[src/rtl/mc_mem_port.sv]
// Memory-side responder for the multicycle MIPS core: turns fetch/data stage
// requests into one outstanding req/ack bus transaction with a timeout.
module mc_mem_port #(
  parameter int unsigned TIMEOUT = 255
) (
  input  logic        clk,
  input  logic        reset,
  input  logic        fetch_enable,
  input  logic        memory_enable,
  input  logic        is_store,
  input  logic [31:0] pc,
  input  logic [31:0] addr,
  input  logic [31:0] wdata,
  output logic [31:0] instr_out,
  output logic [31:0] rdata_out,
  output logic        done,
  output logic        error,
  output logic        busy,
  output logic        bus_req,
  output logic [31:0] bus_addr,
  output logic        bus_we,
  output logic [31:0] bus_wdata,
  input  logic        bus_ack,
  input  logic [31:0] bus_rdata
);

  localparam int CW = $clog2(TIMEOUT + 1);
  localparam logic [CW-1:0] CNT_LAST = CW'(TIMEOUT - 1);

  typedef enum logic [1:0] {IDLE, BUS, DONE} state_t;

  state_t        state;
  logic          kind_fetch;
  logic [CW-1:0] cnt;

  // NOTE: all state uses non-blocking assignments so every register samples
  // pre-edge values; the async reset clears each register including the
  // output data holders, since their reset value is visible to the core.
  always_ff @(posedge clk or posedge reset) begin
    if (reset) begin
      state      <= IDLE;
      kind_fetch <= 1'b0;
      cnt        <= '0;
      instr_out  <= '0;
      rdata_out  <= '0;
      done       <= 1'b0;
      error      <= 1'b0;
      busy       <= 1'b0;
      bus_req    <= 1'b0;
      bus_addr   <= '0;
      bus_we     <= 1'b0;
      bus_wdata  <= '0;
    end else begin
      done  <= 1'b0;
      error <= 1'b0;
      case (state)
        IDLE: begin
          // Fetch has priority; a simultaneous data request is dropped.
          if (fetch_enable) begin
            bus_addr   <= pc;
            bus_we     <= 1'b0;
            kind_fetch <= 1'b1;
            bus_req    <= 1'b1;
            busy       <= 1'b1;
            state      <= BUS;
          end else if (memory_enable) begin
            bus_addr   <= addr;
            bus_wdata  <= wdata;
            bus_we     <= is_store;
            kind_fetch <= 1'b0;
            bus_req    <= 1'b1;
            busy       <= 1'b1;
            state      <= BUS;
          end
        end
        BUS: begin
          if (bus_ack) begin
            if (kind_fetch)   instr_out <= bus_rdata;
            else if (!bus_we) rdata_out <= bus_rdata;
            bus_req <= 1'b0;
            done    <= 1'b1;
            state   <= DONE;
          end else if (cnt == CNT_LAST) begin
            cnt     <= cnt + CW'(1);
            bus_req <= 1'b0;
            done    <= 1'b1;
            error   <= 1'b1;
            state   <= DONE;
          end else begin
            cnt <= cnt + CW'(1);
          end
        end
        DONE: begin
          cnt   <= '0;
          busy  <= 1'b0;
          state <= IDLE;
        end
        default: begin
          bus_req <= 1'b0;
          busy    <= 1'b0;
          cnt     <= '0;
          state   <= IDLE;
        end
      endcase
    end
  end

endmodule

[config.mk]
export PLATFORM = sky130hd
export DESIGN_NAME = mc_mem_port
export DESIGN_NICKNAME = d
export VERILOG_FILES = /design/src/rtl/mc_mem_port.sv
export SDC_FILE = /design/constraint.sdc
export NUM_CORES = 1
export LEC_CHECK = 0
export ABC_AREA = 1
export BUFFER_PORTS_ARGS = -buffer_cell sky130_fd_sc_hd__buf_2
export CORE_UTILIZATION = 40
export CTS_CLUSTER_DIAMETER = 150
export DETAILED_ROUTE_END_ITERATION = 10
export GPL_TIMING_DRIVEN = 0
export PLACE_DENSITY_LB_ADDON = 0.08
export REMOVE_ABC_BUFFERS = 1
export SLEW_MARGIN = 5
export SYNTH_ARGS = -nofsm -noshare
export SYNTH_HDL_FRONTEND = slang
export SYNTH_SLANG_ARGS = --single-unit
[constraint.sdc]
create_clock -name clk -period 8.2 [get_ports clk]
set_input_delay 0.41 -clock clk [delete_from_list [all_inputs] [get_ports clk]]
set_output_delay 0.41 -clock clk [all_outputs]
set_load 0.03 [all_outputs]
# After elaboration in Yosys (flattened, before gate mapping)
# Index checks and enable logic that the tools add are counted.
# word_totals
inputBits	134
register_bits	144
# classes
n_bitwise	6
n_eq_ne	6
mux	24
addsub	1
reduce_logical	10
# ops
operator	count
32-bit two-way mux	2
8-bit case mux with 2 select lines	1
1-bit two-way mux	13
3-bit AND reduction	3
8-bit by 1-bit adder with 8-bit output (second input constant)	1
8-bit == test (second input constant)	1
2-bit two-way mux	4
8-bit two-way mux	1
2-bit AND reduction	4
3-bit inequality test (second input constant)	2
1-bit NOT	6
2-bit case mux with 2 select lines	1
4-bit AND reduction	1
1-bit case mux with 3 select lines	1
2-bit by 1-bit == test with 1-bit output (second input constant)	1
2-bit == test (second input constant)	1
2-bit zero test	1
2-bit inequality test (second input constant)	1
1-bit case mux with 2 select lines	1
2-bit nonzero test	1

# Logic depth before layout (Yosys ltp)
# Gate-level depths: netlist (run 1).
# depth
word_depth	4
ltp_mapped	9

# Least setup slack after synthesis (run 1)
# No wires, ideal clock.
# synth_path
path_kind	input -> register
start	input fetch_enable
end	register bus_wdata[0]
cell_stages	6
arrival_ns	1.149
n_path_buf	2
path_slack_ns	6.921
path_cell_list	buf_2 -> inv_2 -> nand3_2 -> clkbuf_1 -> nand2_1 -> o21ai_0
# synth_via
elab_chain_cells	2
# synth_rtl
element	line_no	rtl
start: declaration	8	input logic fetch_enable,
1-bit NOT (no source line)	--	
3-bit AND reduction (no source line)	--	
end signal: assignment	68	bus_wdata <= wdata;
end: declaration	22	output logic [31:0] bus_wdata,
# No other way between the ends.
# A chain may end at the register's enable or synchronous reset.

# Worst setup path after layout (run 1)
# layout_path
start	input fetch_enable
end	register bus_wdata[5]
# Same word-level chain as after synthesis.

==> results.md, run 1 <==
- The run finished with clean final reports.
- STA classifies the critical path startpoint as a primary input.
- Setup repair after global routing left no endpoint under its margin.
- The root buffer cell chosen for the clock tree is clkbuf_16.
- Sorting the synthesized cells by area gives the leading types as dfrtp_1 (60%), nand2_1 (12%), inv_1 (4.8%).
- The clock skew is 8.131 ps.
- The part of the cycle the worst path needs is 29.32%.
- The count of pins over their slew limit is 0.
- The post-route worst hold slack is 58.03 ps.
- Across the run, the number of max-cap violations was 0.
- The number of inserted filler cells in the final layout is 1366.
- Summed over all nets, wire length on met3 after detailed routing comes to 1056 um.
- In this run the biggest area consumer among cell types represents 60.05% of the synthesized area.
- For this design the static power due to leakage is 4.390 nW.
- In this run, the number of DRC markers left after iteration 0 of detailed routing was 212.
- The required time of the critical path is 8490 ps.
- The number of remaining DRC errors is 0.
- The via count is 5039.
- Summing every instance area after synthesis gives 6001 um2.
- The depth of the CTS H-tree is 4.
- The total area inside the core boundary comes to 14590 um2.
- The total power consumption of the routed design is 3.566 mW.
- A synthesized cell averages 9.318 um2.
- Port buffering added 266 buffers.
- The number of nets in the layout is 1034.
- The die outline height is 124.5 um.
- The detailed-routing wirelength on met1 is 6404 um.
- Derived from the worst setup path, the maximum achievable clock frequency is 415.9 MHz.
- At the later pin of the worst-skew pair, clock insertion delay measures 420 ps.
- Global routing finished with a remaining overflow of 0.
- Counting tap cells, the placed design contains a total of 1063 instances.
- The sequential-to-total area share from yosys stat is 60.05%.
- The initial antenna violation count is 1.
- The flop-to-flop setup slack is 6110 ps.
- The path class of the tightest hold or removal check is in -> async.
- Detailed placement ended at an HPWL of 10470 um.
- The repair_antennas step left the layout with diodes totalling 0.
- The area added between synthesis and finish is 33.72%.
- The critical path in this run is classified as in -> reg.
- The clock-pin slew on the worst setup and hold paths is 60 ps.
- After synthesis the netlist holds a flip-flop and latch count of 144.
- The TritonCTS clock tree is built.
- nand2_1 is the most common cell in the netlist.
- For this run, asynchronously set or reset flops after synthesis account for 100.0%.
- The number of warnings reported in the yosys synthesis log is 0.
- The sum of negative setup slack is 0 ps.
- In this run the post-CTS setup repair buffer count came out at 0.
- The clock net sink count is 144.
- Once layout is complete, the cells apart from fillers number 1094.
- The met2 wire length is 6937 um.
- The most used flip-flop cell after synthesis is dfrtp_1.
- The number of different library cells used by synthesis comes to 24.
- The pin slew with the least headroom to its limit is 1147 ps.
- The largest fanout on the critical path is 64.
- The minimum period implied by the final worst setup slack is 2404 ps.
- At the end of routability-driven placement, the weighted congestion stood at 0.7741.
- The quantity of hold-fixing buffers added after cts is 0.
- For this block, the routed nets add up to 14640 um of wire.
- In the final layout, the share of cells above drive strength 1 is 37.47%.
- Entering global routing, the biggest net connects 83 pins.
- The buffer levels on the longest clock path is 2.
- For this run, the share of the core covered by cells in the final layout is 55.00%.
- The highest layer touched by signal routing is met5.
- The number of rows created at floorplan is 44.
- The total of endpoints with negative setup slack in the final report is 0.
- The post-detailed-route count of antenna-violating nets is 0.
- By count the netlist is led by nand2_1 (186), dfrtp_1 (144), inv_1 (76).
- The count of cells along the worst register-to-register path is 3.
- The synthesized design contains 0 enable-type register cells.
- The signal on the critical path passes through buf_2, inv_2, nand3_2, o21ai_0.
- The cell taking the most area after synthesis is dfrtp_1.
- The number of ports placed on the die boundary is 267.
- Data arrives at the worst endpoint at 2700 ps.
- The hold violation count in the final report is 0.
- The die outline width is 124.5 um.
- The delay of the slowest cell on the worst path is 910 ps.
- The nature of the critical path endpoint is a register.
- The first-pass GRT wire length is 24450 um.
- The worst vdd rail ir drop is 178.1 uV.
- The number of global-route vias before repair is 4936.
- The worst register-to-register path begins at state[0]$_DFFE_PP0P_.
- The cell at the slowest stage of the critical path is nand3_2.
- The mean routed wirelength per cell is 13.38 um.
- The worst register-to-register path ends at bus_wdata[5]$_DFFE_PP0P_.
- Synthesis produced 644 cells.
- In this run, CTS created clock tree buffers numbering 17.
- The overall die area is 15500 um2.
- The worst slew margin relative to its limit is 22.73%.
- Using the TritonRoute via totals, the vias-per-cell ratio works out to 4.606.
- The initial utilization of the core area, before any placement, comes to 41.13%.
- The overall routing resource usage is 19.72%.
- For this run, the detailed router's first-pass iteration total came to 4.
- The number of cells upsized or downsized after cts is 0.
- The power per unit of standard cell area is 444.4 nW/um2.
worst max path at each step:
stage | to | depth (start not counted) | slack [ps] | start
2_1_floorplan | bus_addr[0]$_DFFE_PP0P_ | 1 | 3920 | reset
3_3_place_gp | bus_addr[6]$_DFFE_PP0P_ | 2 | 2340 | reset
3_5_place_dp | bus_wdata[5]$_DFFE_PP0P_ | 4 | 5270 | fetch_enable
4_1_cts | bus_wdata[6]$_DFFE_PP0P_ | 4 | 5740 | fetch_enable
5_1_grt | bus_wdata[25]$_DFFE_PP0P_ | 4 | 5420 | fetch_enable
6_report | bus_wdata[5]$_DFFE_PP0P_ | 4 | 5800 | fetch_enable
layer usage:
layer / vias up / GRT usage [%]
met2: 168 / 32.08
met4: 2 / 6.733
met5: - / 0
met3: 23 / 6.529
li1: 2548 / -
met1: 2298 / 24.55
cell usage in the layout, fill, tap and decap left out, types with 2 or more instances in the layout:
cell,netlist,final
nand4_1,3,3
o21ai_2,32,32
inv_2,3,3
a31oi_1,32,32
clkinvlp_4,0,4
a21oi_1,5,5
o21ai_1,22,22
o21ai_0,48,48
bufinv_16,0,5
nor2_1,44,44
nand3_1,7,7
clkinv_2,0,2
nand2_1,186,186
clkbuf_16,0,17
dfrtp_1,144,144
clkinv_4,0,3
inv_1,76,75
buf_2,7,266
ha_1,2,2
cells by family (layout without fill, tap and decap cells):
group	Yosys count	count (layout)	synth area share (%)
compound gates	140	140	14.39
fa+ha+maj	2	2	0.4169
buf+inv	112	378	8.841
flops	144	144	60.05
simple gates	246	246	16.31
critical path: cells and delay by family:
kind            cells  cell delay [ps]
buf+inv             2              850
simple gates        1              910
compound gates      1              490
report_power, final:
part           switching, mW  internal (mW)
registers              0.167           1.03
logic                   1.10          0.436
clock network          0.297          0.538
total                   1.56           2.00
metrics by stage:
stage	cell area [um2]	setup slack [ps]
4_1_cts	8024	5740
3_3_place_gp	7328	2339
6_report	8024	5796
5_1_grt	8024	5422
2_1_floorplan	5767	3924
3_5_place_dp	7382	5270
final cells by class:
cell class | count | area (um2) | share of cell area, %
clock buffers | 17 | 425.4 | 5.302
clock inverters | 14 | 216.5 | 2.698
multi-input cells | 388 | 1868 | 23.28
repair buffers | 268 | 1379 | 17.18
inverters | 79 | 301.5 | 3.758
well taps | 184 | 230.2 | 2.869
flip-flops and latches | 144 | 3603 | 44.91
flip-flops by register name, summed over array words and instances, names as in the netlist:
signal,count
bus_addr,32
bus_wdata,32
instr_out,32
rdata_out,32
cnt,8
state,2
bus_req,1
bus_we,1
busy,1
done,1
error,1
kind_fetch,1
Note: power is estimated with default switching activity, not from simulation.
==> run 2: changes to the inputs <==
ABC_AREA = 0   (was 1)
clock period = 1.95 ns   (was 8.2 ns; I/O delays follow)
==> results.md, run 2 <==
- The run finished with clean final reports.
- The synthesized design spends more area on one cell type than any other, namely dfrtp_1.
- The via count normalized by instance count is 4.701.
- The diode insertion count for antenna repair is 0.
- The largest fanout on the critical path is 16.
- The part of the cycle the worst path needs is 91.17%.
- The number of distinct standard cells referenced by the synthesized netlist is 33.
- The maximum frequency from static timing analysis is 562.5 MHz.
- After the first detailed-routing iteration, the DRC count stood at 205.
- Counting flops with a built-in enable in the synthesized netlist gives 0.
- For this run the aggregate overflow at the end of global routing stands at 0.
- For this run, the detailed router's first-pass iteration total came to 4.
- The placed instance count is 842.
- Counting instances in the post-synthesis netlist gives the leading cell types as dfrtp_1 (144), mux2_1 (63), nand2_1 (35), o21ai_0 (35), mux2i_1 (32).
- The required time of the critical path is 2240 ps.
- The cell count after synthesis is 412.
- The pin slew with the least headroom to its limit is 1133 ps.
- The path type of the worst setup path is reg -> reg.
- The depth of the CTS H-tree is 4.
- The first global-routing pass estimated 24030 um of wire.
- Summing all non-filler instances in the final layout gives an area of 9316 um2.
- The detail route stage leaves a number of antenna-violating nets equal to 0.
- STA classifies the critical path endpoint as a register.
- The count of pins over their slew limit is 0.
- Across the run, the number of max-cap violations was 0.
- The buffer levels on the longest clock path is 2.
- The via count is 4715.
- After filler insertion, the fill cell instance count of the layout stands at 1131.
- The critical hold path startpoint is addr[15].
- The number of global-route vias before repair is 4720.
- In the layout the commonest cells are buf_2 (266), dfrtp_1 (143), dlygate4sd3_1 (121).
- For the finished layout, the period the worst path requires is 1778 ps.
- In this run the cell area measured after placement is 7368 um2.
- In this run the horizontal extent of the chip is 123.5 um.
- Setup repair after global routing left no endpoint under its margin.
- For this block, the routed nets add up to 15540 um of wire.
- The leading cell type in the layout, fill and taps excluded is buf_2.
- The synthesized netlist devotes 4.152% of its cell area to compound gates.
- The initial antenna violation count came to 0.
- The nature of the critical path startpoint is a register.
- The worst slew margin relative to its limit is 24.45%.
- The clock skew is 9.699 ps.
- The net count of the finished layout is 943.
- The post-route netlist has 42.86% of its cells at a drive strength greater than 1.
- Summing all multi-input logic gate instances after layout gives 2193 um2.
- The worst-case IR drop observed on VDD is 779.3 uV.
- For this design the static power due to leakage is 4.689 nW.
- The hold-critical path depth is 3.
- The clock net sink count is 144.
- The clock reaches the later pin of the worst-skew pair after 420 ps.
- The clock-pin slew on the worst setup and hold paths is 60 ps.
- In the synthesized netlist, mux cells make up 25.63% of the area.
- The worst slack at placement is -406.8 ps.
- The synthesized netlist devotes 0.4236% of its cell area to adder and majority cells.
- The launching element of the worst setup path is state[1]$_DFFE_PP0P_.
- The number of buffers created by CTS is 17.
- The total power consumption of the routed design is 15.70 mW.
- The synthesized design contains 144 register bits.
- Compared with the post-synthesis result, the final layout area differs by 57.72%.
- The TritonCTS clock tree is built.
- The largest net degree at the start of global routing is 79.
- The hold violation count in the final report is 0.
- After layout, the worst setup slack is 172.1 ps.
- The most used flip-flop cell after synthesis is dfrtp_1.
- Counting cells, the worst reg-to-reg path comes to 3.
- The total core area is 14480 um2.
- The arrival time reported for the critical path endpoint is 2070 ps.
- In the post-synthesis netlist, the biggest area contributors are dfrtp_1 (61%), mux2_1 (12%), mux2_4 (7.6%).
- The floorplan step defined a die boundary enclosing 15260 um2.
- The number of rows created at floorplan is 44.
- For this run, asynchronously set or reset flops after synthesis account for 100.0%.
- The HPWL after detailed placement is 9421 um.
- After detailed routing, the average wire length per cell comes to 15.49 um.
- The die is 123.5 um tall.
- The top cell type's share of synthesized area is 61.00%.
- Summing the areas of all and, or, nand and nor instances in the mapped netlist gives 5.020% of the synthesized area.
- The tree is rooted in a clkbuf_16.
- The flip-flop and latch area is 3605 um2.
- A synthesized cell averages 14.34 um2.
- Global routing used 21.20% of the available tracks across all layers.
- Setup violations remaining at the end of the flow were counted as 0.
- The count of input and output buffers is 266.
- The number of ports placed on the die boundary is 267.
- The power per unit of standard cell area is 1685 nW/um2.
- The number of warnings reported in the yosys synthesis log is 0.
- The combined area of all synthesized cells is 5907 um2.
- The finished layout holds 1003 standard cells, fillers aside.
- The most numerous cell in the Yosys netlist is dfrtp_1.
- The number of remaining DRC errors is 0.
- The sequential-to-total area share from yosys stat is 61.00%.
- The area share of xor/xnor cells in the synthesized design is 0.7414%.
- The worst hold path belongs to the class in -> reg.
- The final weighted congestion of routability-driven global placement is 0.7302.
- The combinational family with the most area after synthesis is multiplexers.
- The effective utilization at floorplan is 40.80%.
- The worst flop-to-flop path startpoint is state[1]$_DFFE_PP0P_.
run 2: changes by cell type in the layout (fill, tap and decap cells not counted), sizes merged, moves of 3 or more:
cell,before,now
a31oi,32,0
buf,268,274
clkbuf,17,20
dlygate4sd3,0,121
inv,79,4
mux2,0,96
mux2i,0,32
nand2,187,35
nand3,9,5
nor2,46,15
o21ai,102,37
or3,0,3
xor2,0,4
run 2: kinds of logic after synthesis:
group	Yosys count
mux	128
buf+inv	26
compound gates	45
simple gates	62
xor+xnor	5
fa+ha+maj	2
flops	144
run 2: layout make-up:
cell class                 instances  share of cell area [%]
clock buffer                      20                   4.902
inverter                           4                  0.2149
clock inverter                    11                   1.491
sequential                       144                   38.69
tap                              184                   2.471
multi-input combinational        245                   23.54
timing repair buffer             395                   28.69
run 2: power breakdown:
group | internal, mW | total, mW | switching, mW
clock | 2.06 | 3.26 | 1.20
combinational | 2.57 | 7.23 | 4.66
sequential | 4.43 | 5.21 | 0.776
total | 9.07 | 15.7 | 6.63
run 2: worst paths after layout:
| check | endpoint | slack, ps |
|---|---|---|
| max | instr_out[17]$_DFFE_PP0P_ | 170 |
| min | bus_addr[15]$_DFFE_PP0P_ | 0.5 |
| max reg2reg | instr_out[17]$_DFFE_PP0P_ | 170 |
| min reg2reg | bus_addr[23]$_DFFE_PP0P_ | 470 |
| max in group asynchronous | instr_out[15]$_DFFE_PP0P_ | 830 |
| min in group asynchronous | bus_wdata[28]$_DFFE_PP0P_ | 340 |
run 2: what timing repair did:
action / in CTS / in global routing
setup buffers: 3 / 3
gates resized for setup: 6 / 2
pin swaps: 2 / 0
setup endpoints to repair: 97 / 53
hold buffers: 121 / 0
cloned: 3 / 0
hold endpoints to repair: 191 / 0
run 2: stage by stage:
stage	TNS, ps	hold slack, ps	utilization, %
5_1_grt	0	12.93	64.35
3_3_place_gp	-595120	315.7	50.45
2_1_floorplan	-308500	169.5	-
3_5_place_dp	-18310	236.9	50.89
6_report	0	0.4586	64.35
4_1_cts	0	0.9676	63.97
run 2: per-layer routing:
| layer | vias to the layer above | track usage (%) | part of all wire [%] |
|---|---|---|---|
| met4 | 0 | 7.605 | 1.5 |
| li1 | 2245 | - | - |
| met3 | 19 | 6.365 | 5.9 |
| met2 | 179 | 35.93 | 50 |
| met1 | 2272 | 25.42 | 42 |
| met5 | - | 0 | 0 |
run 2: critical path, stage by stage, from the launching register on:
cell and delay, ps:
dfrtp_2 510, and2b_4 410, nand3_4 300, mux2_1 440
